**config.mk**
```make
export PLATFORM = sky130hd
export DESIGN_NAME = alu_operand_collector_flat
export DESIGN_NICKNAME = d
export VERILOG_FILES = /design/src/rtl/alu_operand_collector_pkg.sv /design/src/rtl/alu_operand_collector_if.sv /design/src/rtl/alu_flag_reg.sv /design/src/rtl/alu_operand_collector.sv /design/src/flat_wrapper.sv
export SDC_FILE = /design/constraint.sdc
export NUM_CORES = 1
export LEC_CHECK = 0
export CAP_MARGIN = 20
export CELL_PAD_IN_SITES_DETAIL_PLACEMENT = 1
export CELL_PAD_IN_SITES_GLOBAL_PLACEMENT = 1
export CORE_AREA = 4 4 61 63
export DETAILED_ROUTE_END_ITERATION = 8
export DIE_AREA = 0 0 65 67
export HOLD_SLACK_MARGIN = 0.15
export PLACE_DENSITY = 0.92
export SETUP_SLACK_MARGIN = 0.15
export SYNTH_ARGS = -nofsm -noshare
export SYNTH_HDL_FRONTEND = slang
export SYNTH_SLANG_ARGS = --single-unit
export TNS_END_PERCENT = 100
```
**constraint.sdc**
```tcl
create_clock -name clk -period 2.6 [get_ports clk]
set_clock_uncertainty 0.15 [all_clocks]
set_input_delay 0.26 -clock clk [delete_from_list [all_inputs] [get_ports clk]]
set_output_delay 0.26 -clock clk [all_outputs]
set_load 0.01 [all_outputs]
```
**src/rtl/alu_operand_collector_pkg.sv**
```systemverilog
// Shared ALU definitions: datapath width, carry-select encodings and the
// operand-collector state type used by the adder front end.
package alu_pkg;

  localparam int ALU_WIDTH = 8;

  localparam logic [1:0] CARRY_ZERO = 2'd0;
  localparam logic [1:0] CARRY_ONE  = 2'd1;
  localparam logic [1:0] CARRY_FLAG = 2'd2;

  typedef enum logic [1:0] {
    EMPTY    = 2'd0,
    HAVE_LHS = 2'd1,
    HAVE_RHS = 2'd2,
    FULL     = 2'd3
  } collector_state_t;

endpackage

```
**src/rtl/alu_operand_collector_if.sv**
```systemverilog
// Bus, handshake and adder-side signals of the operand collector.
// The master side drives the bus and the adder result; the slave side is the collector.
interface alu_operand_collector_if;

  logic [alu_pkg::ALU_WIDTH-1:0] mainBusIn;
  logic                          loadLhs;
  logic                          loadRhs;
  logic [1:0]                    carrySelIn;
  logic                          flush;
  logic                          opReady;
  logic [alu_pkg::ALU_WIDTH-1:0] adderResult;
  logic                          adderCarryOut;
  logic [alu_pkg::ALU_WIDTH-1:0] Lhs;
  logic [alu_pkg::ALU_WIDTH-1:0] Rhs;
  logic [1:0]                    CarrySelect;
  logic                          opValid;
  logic                          carryFlag;
  logic                          zeroFlag;
  logic                          loadDropped;

  modport master (
    output mainBusIn, loadLhs, loadRhs, carrySelIn, flush, opReady,
           adderResult, adderCarryOut,
    input  Lhs, Rhs, CarrySelect, opValid, carryFlag, zeroFlag, loadDropped
  );

  modport slave (
    input  mainBusIn, loadLhs, loadRhs, carrySelIn, flush, opReady,
           adderResult, adderCarryOut,
    output Lhs, Rhs, CarrySelect, opValid, carryFlag, zeroFlag, loadDropped
  );

endinterface

```
**src/rtl/alu_flag_reg.sv**
```systemverilog
// Carry and zero flag registers, loaded from the adder's combinational
// result whenever an operand pair is consumed.
module alu_flag_reg
  import alu_pkg::*;
(
  input  logic                 clk,
  input  logic                 nReset,
  input  logic                 fire,
  input  logic [ALU_WIDTH-1:0] adderResult,
  input  logic                 adderCarryOut,
  output logic                 carryFlag,
  output logic                 zeroFlag
);

  always_ff @(posedge clk) begin
    if (!nReset) begin
      carryFlag <= 1'b0;
      zeroFlag  <= 1'b0;
    end else if (fire) begin
      carryFlag <= adderCarryOut;
      zeroFlag  <= (adderResult == '0);
    end
  end

endmodule

```
**src/rtl/alu_operand_collector.sv**
```systemverilog
// Collects Lhs/Rhs operand bytes from the main bus and presents complete
// pairs to the adder under a valid/ready handshake.
module alu_operand_collector
  import alu_pkg::*;
(
  input  logic                  clk,
  input  logic                  nReset,
  alu_operand_collector_if.slave bus
);

  collector_state_t     state;
  collector_state_t     stateNext;
  logic                 lhsHeld;
  logic                 rhsHeld;
  logic                 fire;
  logic                 acceptLhs;
  logic                 acceptRhs;
  logic                 lhsOccupied;
  logic                 rhsOccupied;
  logic                 dropNow;
  logic [ALU_WIDTH-1:0] lhsReg;
  logic [ALU_WIDTH-1:0] rhsReg;
  logic [1:0]           selReg;
  logic                 droppedReg;
  logic                 carryFlag;
  logic                 zeroFlag;

  assign lhsHeld = (state == HAVE_LHS) || (state == FULL);
  assign rhsHeld = (state == HAVE_RHS) || (state == FULL);
  assign fire    = (state == FULL) && bus.opReady;

  // A slot being drained by this cycle's fire can be refilled on the same edge.
  assign acceptLhs   = bus.loadLhs && (!lhsHeld || fire);
  assign acceptRhs   = bus.loadRhs && (!rhsHeld || fire);
  assign lhsOccupied = (lhsHeld && !fire) || acceptLhs;
  assign rhsOccupied = (rhsHeld && !fire) || acceptRhs;
  assign dropNow     = (bus.loadLhs && !acceptLhs) || (bus.loadRhs && !acceptRhs);

  always_comb begin
    stateNext = state;
    case ({lhsOccupied, rhsOccupied})
      2'b00: stateNext = EMPTY;
      2'b10: stateNext = HAVE_LHS;
      2'b01: stateNext = HAVE_RHS;
      2'b11: stateNext = FULL;
    endcase
    if (bus.flush) begin
      stateNext = EMPTY;
    end
  end

  always_ff @(posedge clk) begin
    if (!nReset) begin
      state      <= EMPTY;
      lhsReg     <= '0;
      rhsReg     <= '0;
      selReg     <= CARRY_ZERO;
      droppedReg <= 1'b0;
    end else begin
      state <= stateNext;
      if (acceptLhs) begin
        lhsReg <= bus.mainBusIn;
        selReg <= bus.carrySelIn;
      end
      if (acceptRhs) begin
        rhsReg <= bus.mainBusIn;
      end
      if (dropNow) begin
        droppedReg <= 1'b1;
      end
    end
  end

  alu_flag_reg flagReg (
    .clk          (clk),
    .nReset       (nReset),
    .fire         (fire),
    .adderResult  (bus.adderResult),
    .adderCarryOut(bus.adderCarryOut),
    .carryFlag    (carryFlag),
    .zeroFlag     (zeroFlag)
  );

  assign bus.Lhs         = lhsReg;
  assign bus.Rhs         = rhsReg;
  assign bus.CarrySelect = selReg;
  assign bus.opValid     = (state == FULL);
  assign bus.carryFlag   = carryFlag;
  assign bus.zeroFlag    = zeroFlag;
  assign bus.loadDropped = droppedReg;

endmodule
```
**src/flat_wrapper.sv**
```systemverilog
// flat-port wrapper written by rule: the top's interface ports become plain ports
module alu_operand_collector_flat import alu_pkg::*;
  (clk, nReset, bus_mainBusIn, bus_loadLhs, bus_loadRhs, bus_carrySelIn, bus_flush, bus_opReady, bus_adderResult, bus_adderCarryOut, bus_Lhs, bus_Rhs, bus_CarrySelect, bus_opValid, bus_carryFlag, bus_zeroFlag, bus_loadDropped);
  alu_operand_collector_if bus_i ();
  input  logic clk;
  input  logic nReset;
  input wire logic [$bits(bus_i.mainBusIn)-1:0] bus_mainBusIn;
  input wire logic [$bits(bus_i.loadLhs)-1:0] bus_loadLhs;
  input wire logic [$bits(bus_i.loadRhs)-1:0] bus_loadRhs;
  input wire logic [$bits(bus_i.carrySelIn)-1:0] bus_carrySelIn;
  input wire logic [$bits(bus_i.flush)-1:0] bus_flush;
  input wire logic [$bits(bus_i.opReady)-1:0] bus_opReady;
  input wire logic [$bits(bus_i.adderResult)-1:0] bus_adderResult;
  input wire logic [$bits(bus_i.adderCarryOut)-1:0] bus_adderCarryOut;
  output wire logic [$bits(bus_i.Lhs)-1:0] bus_Lhs;
  output wire logic [$bits(bus_i.Rhs)-1:0] bus_Rhs;
  output wire logic [$bits(bus_i.CarrySelect)-1:0] bus_CarrySelect;
  output wire logic [$bits(bus_i.opValid)-1:0] bus_opValid;
  output wire logic [$bits(bus_i.carryFlag)-1:0] bus_carryFlag;
  output wire logic [$bits(bus_i.zeroFlag)-1:0] bus_zeroFlag;
  output wire logic [$bits(bus_i.loadDropped)-1:0] bus_loadDropped;
  assign bus_i.mainBusIn = bus_mainBusIn;
  assign bus_i.loadLhs = bus_loadLhs;
  assign bus_i.loadRhs = bus_loadRhs;
  assign bus_i.carrySelIn = bus_carrySelIn;
  assign bus_i.flush = bus_flush;
  assign bus_i.opReady = bus_opReady;
  assign bus_i.adderResult = bus_adderResult;
  assign bus_i.adderCarryOut = bus_adderCarryOut;
  assign bus_Lhs = bus_i.Lhs;
  assign bus_Rhs = bus_i.Rhs;
  assign bus_CarrySelect = bus_i.CarrySelect;
  assign bus_opValid = bus_i.opValid;
  assign bus_carryFlag = bus_i.carryFlag;
  assign bus_zeroFlag = bus_i.zeroFlag;
  assign bus_loadDropped = bus_i.loadDropped;
  alu_operand_collector u_core (.clk(clk), .nReset(nReset), .bus(bus_i));
endmodule
```
After elaboration in Yosys (flattened, before gate mapping)
Cells that the tools add are included.
{"block": "totals", "regBits": 23, "output_inout_bits": 22, "elab_cells": 37}
{"block": "op_classes", "n_eq_ne": 6, "muxes": 1, "n_bitwise": 1, "reduce_logical": 22}
{"op": "2-bit equality test, second input constant", "n": 4}
{"op": "8-bit logical NOT", "n": 1}
{"op": "2-bit one-hot mux with 4 select lines", "n": 1}
{"op": "1-bit logical AND", "n": 7}
{"op": "1-bit logical OR", "n": 7}
{"op": "1-bit logical NOT", "n": 5}
{"op": "2-bit by 1-bit equality test with 1-bit output, second input constant", "n": 2}
{"op": "2-bit logical NOT", "n": 1}
{"op": "2-bit OR reduction", "n": 1}
{"op": "1-bit inverter", "n": 1}

Logic depth before layout (Yosys ltp)
{"block": "depth", "word_depth": 8, "mapped_depth": 4, "ltp_nobuf": 3}

By module
From an unflattened synthesis, not the netlist that was laid out.
{"block": "unflattened", "hier_cells": 96, "area_unflattened_um2": 937.1}
{"mod": "alu_operand_collector", "n_inst": 1, "cells_each": 86, "area_per_inst_um2": 842.1, "seq_area_each_um2": 420.4}
{"mod": "alu_flag_reg", "n_inst": 1, "cells_each": 10, "area_per_inst_um2": 95.1, "seq_area_each_um2": 40.0}

Least setup slack after synthesis
Ideal clock, no wire load.
{"block": "synth_timing", "path_type": "register to register", "from": "register u_core.state[0]", "to": "register u_core.selReg[0], in the netlist u_core.bus.CarrySelect[0]", "setup_ns": 0.072, "arrival_time_ns": 0.943, "path_slack_ns": 1.436, "path_stages_with_launch": 5, "synth_period_minus_slack_ns": 1.164, "path_cell_list": "dfxtp_1 a21boi_2 nand2b_4 buf_8 mux2i_1"}
{"block": "synth_between", "elab_chain_cells": 5, "word_cells_on_any_way": 7, "classes_between": "eq/ne: 2; reduce/logical: 5"}
{"item": "start, declared", "line_no": "alu_operand_collector.sv:11", "text": "collector_state_t state;"}
{"item": "start signal, assigned", "line_no": "alu_operand_collector.sv:60", "text": "state <= stateNext;"}
{"item": "2-bit by 1-bit equality test with 1-bit output / 2-bit equality test (equally long branches)", "line_no": "alu_operand_collector.sv:28, alu_operand_collector.sv:30"}
{"item": "1-bit logical OR", "line_no": "alu_operand_collector.sv:28", "text": "assign lhsHeld = (state == HAVE_LHS) || (state == FULL);"}
{"item": "1-bit logical NOT", "line_no": "alu_operand_collector.sv:33", "text": "assign acceptLhs = bus.loadLhs && (!lhsHeld || fire);"}
{"item": "1-bit logical OR (*)", "line_no": "alu_operand_collector.sv:33"}
{"item": "1-bit logical AND (*)", "line_no": "alu_operand_collector.sv:33"}
{"item": "end signal, assigned", "line_no": "alu_operand_collector.sv:63", "text": "selReg <= bus.carrySelIn;"}
{"item": "end, declared", "line_no": "alu_operand_collector.sv:23", "text": "logic [1:0] selReg;"}
Mark *: on every way between the ends. The rest lies on a longest branch, timed or not.
A chain may end at the register's enable or synchronous reset.

Final worst setup path
{"block": "layout_timing", "from": "register u_core.state[1]", "to": "output bus_opValid"}
{"block": "layout_between", "elab_chain_cells": 1}
{"item": "2-bit equality test", "line_no": "alu_operand_collector.sv:87", "text": "assign bus.opValid = (state == FULL);"}
{"item": "end, declared", "line_no": "flat_wrapper.sv:18", "text": "output wire logic [$bits(bus_i.opValid)-1:0] bus_opValid;"}
Every way passes these cells.

==> results.yml <==
power:
  p_seq_frac: 0.561
  p_comb_frac: 0.210
  total_power_mw: 0.688
  p_int_mw: 0.521
  switching_share: 0.242
  pwr-share-clk: 0.229
  cellPowerDensity_nw_per_um2: 475
  p_leak_nw: 0.596
  p_sw_mw: 0.167
  peakVddDrop_uv: 134
cells_and_area:
  antenna_cells: 0
  utilization: 0.448
  drive_gt1_frac: 0.0704
  nNetsFinal: 168
  regArea_sq_um: 460
  fillers: 384
  synthToLayoutAreaGrowth_pct: 55.8
  multi_input_area_sq_um: 430
clock_network:
  cts_sinks: 23
  cts_tree: "built"
  cts-root-buf: "clkbuf_4"
  cts_resized: 0
  clock_path_buffers: 2
  postCtsSetupBuffers: 0
  path_clk_slew_ns: 0.12
  numCtsBuffers: 3
  htree_levels: 1
  clk-insertion-delay-late_ns: 0.29
  cts_hold_buf: 0
floorplanning:
  die_area_sq_um: 4360
  die_w_um: 65
  io_pins: 47
  core-area_sq_um: 3230
  initial_core_util: 0.287
  rows: 21
  die_y_um: 67
setup_path:
  cp_top_family: "buffers and inverters"
  crit_path_max_incr_delay_ns: 0.53
  critPathBufInv: 1
  crit_fanout: 5
  worst_setup_path_start_kind: "register"
  critPathKind: "register to output port"
  worstPathCellList: "and2_2 -> clkdlybuf4s50_1"
  end_kind: "output port"
  rrSetupSlack_ns: 1.31
  critPathArrivalTime_ns: 1.41
  crit_required_ns: 2.19
  cp_slowest_cell: "clkdlybuf4s50_1"
synthesis:
  synth_top_family_by_area: "simple AND/OR/NAND/NOR gates"
  synth-simple-area-share: 0.209
  synth-xor-area-share: 0
  synthTopCellsByCount: "28 x nand2_1, 23 x dfxtp_1, 19 x mux2i_1"
  synth_flop_cell: "dfxtp_1"
  syn-num-nets: 121
  synth_compound_area_frac: 0.0499
  yosysSeqAreaShare: 0.496
  synth_area_leader_cell: "dfxtp_1"
  ys_ff_latch: 23
  ys_types: 21
  synthCells: 96
  postSynthAreaPerCell_sq_um: 9.67
  async_reset_ff_frac: 0
  synth_most_common_cell: "nand2_1"
  yosysWarnings: 0
  synth.area.top_cells: "dfxtp_1 50%, mux2i_1 20%, nand2_1 11%"
  syn-cell-area_sq_um: 928
  synthMuxAreaShare: 0.205
  synth_top_cell_area_share: 0.496
  synth_fa_ha_area_frac: 0
  synth_edf_count: 0
global_route:
  grtUsageTotal: 0.133
  grt_pass1_vias: 893
  grt_util_met1: 0.145
  met3_usage: 0.0388
  grt_max_degree: 34
  grt-ovfl-total: 0
  grt_busiest_layer: "met2"
  antenna_found_initial: 0
  grt_pass1_wl_mm: 4.40
  use_met2: 0.243
route:
  ant_nets: 0
  wl_per_cell_um: 13.7
  vias_per_cell: 4.29
  vias: 807
  drtIter0Drc: 30
  drcViolationCount: 0
  dr.pass1.iters: 3
  wirelength_mm: 2.58
sta:
  finalCriticalPeriod_ns: 1.82
  whs_ns: 0.320
  rsz0062_at_grt: "no"
  max_freq_mhz: 551
  fin_crit_sh: 0.699
  hold_viol: 0
  drv_slew: 0
  tightest_slew_ns: 0.302
  setup_violations: 0
  slew_headroom: 0.799
  fin_setup_tns_ns: 0
place:
  io_buffers: 46
  place.gp.congestion: 0.642
  dp_hpwl_mm: 2.09
worst_hold_path:
  worstHoldPathType: "register to register"
run_status:
  status: "completed"
flow_run:
  timing.max_cap.violations: 0
area by class of cell:
cell class                 count  area share
multi-input combinational     67       0.298
tap                           46      0.0398
timing repair buffer          47       0.324
sequential                    23       0.318
inverter                       1     0.00260
clock buffer                   4      0.0182
per-stage QoR:
stage,cell area (sq um),setup slack (ns),instances
floorplan,928,1.44,96
global placement,1420,1.05,184
detailed placement,1420,0.958,184
CTS,1450,0.758,188
global route,1450,0.698,188
finish,1450,0.784,188
registers in the layout, indices dropped and copies added (netlist names):
register and flops:
u_core.bus.CarrySelect 2, u_core.flagReg.zeroFlag 1, u_core.flagReg.carryFlag 1, u_core.bus.Rhs 8, u_core.state 2, u_core.bus.Lhs 8, u_core.bus.loadDropped 1
layer usage:
layer  vias up  routed length [um]
li1        410                   -
met4         0                  16
met3         2                 207
met2        33                1310
met1       362                1050
met5         -                   0
worst paths after layout:
kind / start / cells past startpoint / endpoint
max: u_core.state[1] / 2 / bus_opValid
min: u_core.bus.Rhs[4] / 2 / u_core.bus.Rhs[4]
max reg2reg: u_core.state[1] / 3 / u_core.bus.Rhs[3]
min reg2reg: u_core.bus.Rhs[4] / 2 / u_core.bus.Rhs[4]
worst reg2reg max path: stages, from the launching register on:
cell and delay [ns]:
dfxtp_1 0.42, a21bo_2 0.27, nand2_4 0.16, mux2i_1 0.23
cells in the final DEF, fill, tap and decap left out, types with 2 or more instances in the layout:
cell,instances
clkdlybuf4s50_1,46
nand2_1,28
dfxtp_1,23
mux2i_1,19
nor2_1,4
clkbuf_4,3
nand3_1,2
a21oi_1,2
nor2b_1,2
cell families after synthesis:
kind of cell / count (synthesis)
simple gates: 42
flops: 23
mux: 19
compound gates: 6
buf+inv: 6
power groups by stage:
stage                     combinational, mW  sequential [mW]  clock (mW)
final                                 0.144            0.386       0.158
after global routing                  0.157            0.389       0.182
after CTS                             0.147            0.387       0.165
after detailed placement              0.147            0.395           0
after global placement                0.141            0.393           0
after floorplan                      0.0522            0.401           0
No activity file was read; power rests on OpenSTA's default activity.
